**config.mk**
```make
export PLATFORM = sky130hd
export DESIGN_NAME = comp_pixel_packer_flat
export DESIGN_NICKNAME = d
export VERILOG_FILES = /design/src/rtl/comp_pixel_packer_if.sv /design/src/rtl/comp_pixel_packer.sv /design/src/flat_wrapper.sv
export SDC_FILE = /design/constraint.sdc
export NUM_CORES = 1
export LEC_CHECK = 0
export CORE_MARGIN = 5
export CORE_UTILIZATION = 35
export DETAILED_ROUTE_END_ITERATION = 8
export SETUP_SLACK_MARGIN = 0.5
export SLEW_MARGIN = 15
export SYNTH_ARGS = -nofsm -noshare
export SYNTH_HDL_FRONTEND = slang
export SYNTH_SLANG_ARGS = --single-unit
```
**constraint.sdc**
```tcl
create_clock -name clk -period 2.8 [get_ports clk]
set_input_delay 0.7 -clock clk [delete_from_list [all_inputs] [get_ports clk]]
set_output_delay 0.7 -clock clk [all_outputs]
set_load 0.1 [all_outputs]
```
**src/rtl/comp_pixel_packer_if.sv**
```systemverilog
// comp_pixel_packer_if: sample-in / packed-word-out handshake bundle for comp_pixel_packer (flush pins exist only with PACK_FLUSH_EN)
interface comp_pixel_packer_if #(
  parameter int COMP_WIDTH = 8,
  parameter int PACK = 4,
  parameter int LCNT_WIDTH = 16
);
  logic in_valid;
  logic in_ready;
  logic [COMP_WIDTH-1:0] comp_in;
  logic out_valid;
  logic out_ready;
  logic [COMP_WIDTH*PACK-1:0] out_data;
  logic out_last;
  logic [LCNT_WIDTH-1:0] line_count;
`ifdef PACK_FLUSH_EN
  logic flush;
  logic flush_ack;
  modport master (output in_valid, comp_in, out_ready, flush, input in_ready, out_valid, out_data, out_last, line_count, flush_ack);
  modport slave (input in_valid, comp_in, out_ready, flush, output in_ready, out_valid, out_data, out_last, line_count, flush_ack);
`else
  modport master (output in_valid, comp_in, out_ready, input in_ready, out_valid, out_data, out_last, line_count);
  modport slave (input in_valid, comp_in, out_ready, output in_ready, out_valid, out_data, out_last, line_count);
`endif
endinterface

```
**src/rtl/comp_pixel_packer.sv**
```systemverilog
// comp_pixel_packer: packs PACK compressed samples per output word, flags line ends, counts lines.
// Optional partial-word flush via `define PACK_FLUSH_EN.
module comp_pixel_packer #(
  parameter int COMP_WIDTH = 8,
  parameter int PACK = 4,
  parameter int LINE_LEN = 256,
  parameter int LCNT_WIDTH = 16
) (
  input logic clk,
  input logic reset,
  comp_pixel_packer_if.slave bus
);
  localparam int CNT_W = $clog2(PACK);
  localparam int COL_W = $clog2(LINE_LEN);
  localparam int ASM_W = COMP_WIDTH * (PACK - 1);
  logic [CNT_W-1:0] cnt_q;
  logic [COL_W-1:0] col_q;
  logic [ASM_W-1:0] asm_q, asm_d;
  logic [COMP_WIDTH*PACK-1:0] data_q;
  logic valid_q, last_q;
  logic [LCNT_WIDTH-1:0] line_q;
  logic full, col_end, drain, accept, xfer, flush_go, load;
  assign full = cnt_q == CNT_W'(PACK - 1);
  assign col_end = col_q == COL_W'(LINE_LEN - 1);
  assign drain = !valid_q || bus.out_ready;
  assign accept = bus.in_valid && bus.in_ready;
  assign xfer = valid_q && bus.out_ready;
`ifdef PACK_FLUSH_EN
  logic flush_ack_q;
  // the ack cycle blocks re-service while the driver is still holding flush
  assign flush_go = bus.flush && drain && !flush_ack_q;
  assign bus.in_ready = !bus.flush && (!full || drain);
  assign bus.flush_ack = flush_ack_q;
  always_ff @(posedge clk)
    flush_ack_q <= reset ? 1'b0 : flush_go;
`else
  assign flush_go = 1'b0;
  assign bus.in_ready = !full || drain;
`endif
  assign load = (accept && full) || (flush_go && cnt_q != '0);
  always_comb begin
    asm_d = asm_q;
    for (int i = 0; i < PACK - 1; i++)
      if (cnt_q == CNT_W'(i)) asm_d[i*COMP_WIDTH +: COMP_WIDTH] = bus.comp_in;
  end
  // assembly is cleared after every word so unfilled lanes of a flushed word read as zero
  always_ff @(posedge clk)
    if (reset) begin
      cnt_q <= '0;
      col_q <= '0;
      asm_q <= '0;
      data_q <= '0;
      valid_q <= 1'b0;
      last_q <= 1'b0;
      line_q <= '0;
    end else begin
      if (accept) begin
        cnt_q <= full ? '0 : cnt_q + 1'b1;
        col_q <= col_end ? '0 : col_q + 1'b1;
        asm_q <= full ? '0 : asm_d;
      end else if (flush_go) begin
        cnt_q <= '0;
        col_q <= '0;
        asm_q <= '0;
      end
      if (load) begin
        data_q <= flush_go ? {{COMP_WIDTH{1'b0}}, asm_q} : {bus.comp_in, asm_q};
        last_q <= flush_go || col_end;
        valid_q <= 1'b1;
      end else if (xfer) valid_q <= 1'b0;
      if (xfer && last_q) line_q <= line_q + 1'b1;
    end
  assign bus.out_valid = valid_q;
  assign bus.out_data = data_q;
  assign bus.out_last = last_q;
  assign bus.line_count = line_q;
endmodule

```
**src/flat_wrapper.sv**
```systemverilog
// flat-port wrapper written by rule: the top's interface ports become plain ports
module comp_pixel_packer_flat 
#(
  parameter int COMP_WIDTH = 8,
  parameter int PACK = 4,
  parameter int LINE_LEN = 256,
  parameter int LCNT_WIDTH = 16
)
  (clk, reset, bus_in_valid, bus_comp_in, bus_out_ready, bus_in_ready, bus_out_valid, bus_out_data, bus_out_last, bus_line_count);
  comp_pixel_packer_if #(.COMP_WIDTH(COMP_WIDTH), .PACK(PACK), .LCNT_WIDTH(LCNT_WIDTH)) bus_i ();
  input logic clk;
  input logic reset;
  input wire logic [$bits(bus_i.in_valid)-1:0] bus_in_valid;
  input wire logic [$bits(bus_i.comp_in)-1:0] bus_comp_in;
  input wire logic [$bits(bus_i.out_ready)-1:0] bus_out_ready;
  output wire logic [$bits(bus_i.in_ready)-1:0] bus_in_ready;
  output wire logic [$bits(bus_i.out_valid)-1:0] bus_out_valid;
  output wire logic [$bits(bus_i.out_data)-1:0] bus_out_data;
  output wire logic [$bits(bus_i.out_last)-1:0] bus_out_last;
  output wire logic [$bits(bus_i.line_count)-1:0] bus_line_count;
  assign bus_i.in_valid = bus_in_valid;
  assign bus_i.comp_in = bus_comp_in;
  assign bus_i.out_ready = bus_out_ready;
  assign bus_in_ready = bus_i.in_ready;
  assign bus_out_valid = bus_i.out_valid;
  assign bus_out_data = bus_i.out_data;
  assign bus_out_last = bus_i.out_last;
  assign bus_line_count = bus_i.line_count;
  comp_pixel_packer #(.COMP_WIDTH(COMP_WIDTH), .PACK(PACK), .LINE_LEN(LINE_LEN), .LCNT_WIDTH(LCNT_WIDTH)) u_core (.clk(clk), .reset(reset), .bus(bus_i));
endmodule
```
==> impl_metrics.py <==
metrics = {
    "yosys": {
        "yosysMostFrequentCell": "dfxtp_1",
        "ys_seq_area_share_pct": 52.28,
        "synth_top_area_share_pct": 52.28,
        "synth_common_cells": "84 x dfxtp_1, 79 x nand2_1, 50 x a21oi_1, 20 x nor2_1, 17 x clkbuf_1",
        "ys_ff_latch": 84,
        "synth_mux_area_share_pct": 0.6612,
        "async_flop_share_pct": 0,
        "synthesis.area_mm2": 0.003217,
        "synth_area_leaders": "dfxtp_1 52%, nand2_1 9.2%, a21oi_1 7.8%",
        "synth-simple-area-share_pct": 23.10,
        "synth_compound_area_share_pct": 14.00,
        "synth.largest_area_cell": "dfxtp_1",
        "synth_adder_area_share_pct": 1.945,
        "synth_top_family_by_area": "simple AND/OR/NAND/NOR gates",
        "syn_nets": 381,
        "yosysUniqueCellTypes": 39,
        "netlist_instances": 364,
        "yosys_warnings": 0,
        "synth-edff-count": 0,
        "synth_xor_area_share_pct": 4.356,
        "syn_area_per_cell_um2": 8.837,
        "synth_top_flop_cell": "dfxtp_1",
    },
    "cells_and_area": {
        "final_nets": 441,
        "antenna_cells": 0,
        "area_growth_pct": 25.05,
        "final_cells": 540,
        "drive_gt1_share_pct": 21.21,
    },
    "sta": {
        "slew_viol_final": 0,
        "worst_pin_slew_ns": 0.6825,
        "period_share_pct": 75.37,
        "finClkSkew_ns": 0.01200,
        "setup_viol": 0,
        "relSlewSlack_pct": 54.50,
        "period_minus_slack_ns": 2.110,
        "tns_ns": 0,
        "clock.fmax_ghz": 0.4738,
        "final_hold_viol_count": 0,
        "rsz0062_at_grt": "no",
    },
    "worst_hold_path": {
        "hold_class": "reg -> reg",
    },
    "global_route": {
        "first_global_vias": 2626,
        "track_usage_pct": 13.64,
        "antenna_found_initial": 0,
        "grt_pass1_wl_um": 12380,
        "grt_overflow": 0,
        "grt_max_degree": 37,
    },
    "pwr": {
        "cellInternalPower_mw": 1.606,
        "pwr-share-clk_pct": 36.9,
        "switching_share_pct": 26.42,
        "irDropWorstVdd_mv": 0.2580,
        "leakage_nw": 1.550,
        "power_frac_comb_pct": 6.6,
        "powerDensity_mw_per_mm2": 542.5,
        "switchingPower_mw": 0.5766,
        "seqPwrFrac_pct": 56.5,
    },
    "drt": {
        "dr_wl_met2_um": 3352,
        "drc": 0,
        "antenna_left": 0,
        "wl_per_cell_um": 13.61,
        "drt-pass1-iter-count": 4,
        "highest_layer": "met4",
        "drt_wl_total_um": 7349,
        "dr_wl_met3_um": 434,
        "viasPerCell": 4.891,
        "num_vias": 2641,
        "drtIter0Drc": 92,
        "wl_met1_um": 3496,
    },
    "worst_setup_path": {
        "critPathLaunchType": "primary input",
        "worstSetupPathType": "in -> out",
        "worstPathMaxFanout": 4,
        "critPathRequiredTime_ns": 2.10,
        "worst_setup_path_end_kind": "output pin",
        "crit_arrival_ns": 1.41,
    },
    "place": {
        "gp_congestion": 0.8323,
        "dpl.hpwl_um": 5113,
        "port_buffers": 62,
        "place_inst": 524,
    },
    "clock_tree": {
        "htreeDepth": 3,
        "cts_tree": "done",
        "numCtsBuffers": 9,
        "cts_sinks": 84,
        "clkLatencyLatePin_ns": 0.36,
        "cts_root_buf": "clkbuf_8",
        "clock_path_buffers": 2,
        "clk_pin_slew_ns": 0.09,
    },
    "floorplanning": {
        "core_mm2": 0.009109,
        "rows": 35,
        "die_x_um": 105.9,
        "ioPinCount": 63,
        "start_util_pct": 35.32,
        "dieHeight_um": 105.9,
        "dieArea_mm2": 0.01121,
    },
    "run_status": {
        "outcome": "completed",
    },
    "job": {
        "drv_cap": 0,
    },
}
what timing repair did:
| item | in CTS | in global routing |
|---|---|---|
| setup endpoints to repair | 1 | 0 |
| hold buffers | 0 | 0 |
| buffers inserted | 0 | 0 |
| gates resized for setup | 1 | 0 |
flip-flops by register name, summed over array words and instances, names as in the netlist:
| name | cells |
|---|---|
| u_core.asm_q | 24 |
| u_core.bus.out_last | 1 |
| u_core.bus.out_valid | 1 |
| u_core.bus.line_count | 16 |
| u_core.cnt_q | 2 |
| u_core.col_q | 8 |
| u_core.bus.out_data | 32 |
kinds of logic after synthesis:
family,Yosys count
compound gates,75
xor+xnor,16
fa+ha+maj,5
buf+inv,28
flops,84
mux,2
simple gates,154
power groups by stage:
stage	logic (mW)	clock network (mW)	registers (mW)
2_1_floorplan	0.0785	0	1.28
3_3_place_gp	0.144	0	1.26
3_5_place_dp	0.146	0	1.26
4_1_cts	0.146	0.835	1.23
5_1_grt	0.159	0.881	1.24
6_report	0.145	0.804	1.23
area by class of cell:
cell class,count,area (um^2)
Tap cell,111,138.9
Timing Repair Buffer,72,574.3
Fill cell,931,5086
Multi-Input combinational cell,252,1418
Clock buffer,9,123.9
Clock inverter,7,60.06
Sequential cell,84,1689
Inverter,5,18.77
critical path, cell delays in order:
cell           delay, ns
dlygate4sd2_1       0.27
nand3b_1            0.23
buf_12              0.20
layer usage:
layer  track usage [%]  up-vias
li1                  -     1366
met1             16.72     1204
met2             22.77       64
met3             4.593        7
met4             3.885        0
met5                 0        -
layout by cell type, fill, tap and decap left out, types with 2 or more instances in the layout:
cell type and n:
nand2_1 79, dfxtp_1 78, buf_4 60, a21oi_1 50, nor2_1 20, a22o_1 16
nand3_1 11, xor2_1 10, clkbuf_8 9, clkdlybuf4s50_1 9, nand4b_1 8, nand4_1 7
xnor2_1 6, dfxtp_2 6, inv_1 5, ha_1 5, nor3_1 4, and3_1 3
or2_2 3, o21ai_0 3, or3_1 3, nor4_1 3, nand2b_1 2, a31oi_1 2
nor4bb_1 2, and2_1 2, and4_1 2, inv_8 2, clkinvlp_4 2
worst paths after layout:
path / cells past startpoint / slack (ns) / endpoint / from
worst max-delay path: 3 / 0.69 / bus_in_ready / bus_out_ready
worst min-delay path: 2 / 0.45 / u_core.bus.out_data[0] / u_core.asm_q[0]
worst max register to register: 5 / 0.90 / u_core.asm_q[21] / u_core.cnt_q[0]
worst min register to register: 2 / 0.45 / u_core.bus.out_data[0] / u_core.asm_q[0]
per-stage QoR:
stage / power, mW / setup slack, ns / instance area, um^2 / hold WS [ns] / utilization, %
finish: 2.182 / 0.6896 / 4023 / 0.4519 / 44.16
global route: 2.278 / 0.6421 / 4023 / 0.4768 / 44.16
CTS: 2.214 / 0.6907 / 4023 / 0.4571 / 44.16
detailed placement: 1.407 / 0.2871 / 3840 / 0.4453 / 42.16
global placement: 1.405 / 0.3435 / 3840 / 0.4392 / 42.16
floorplan: 1.354 / 0.5144 / 3226 / 0.4313 / -
(Power assumes the default switching activity.)
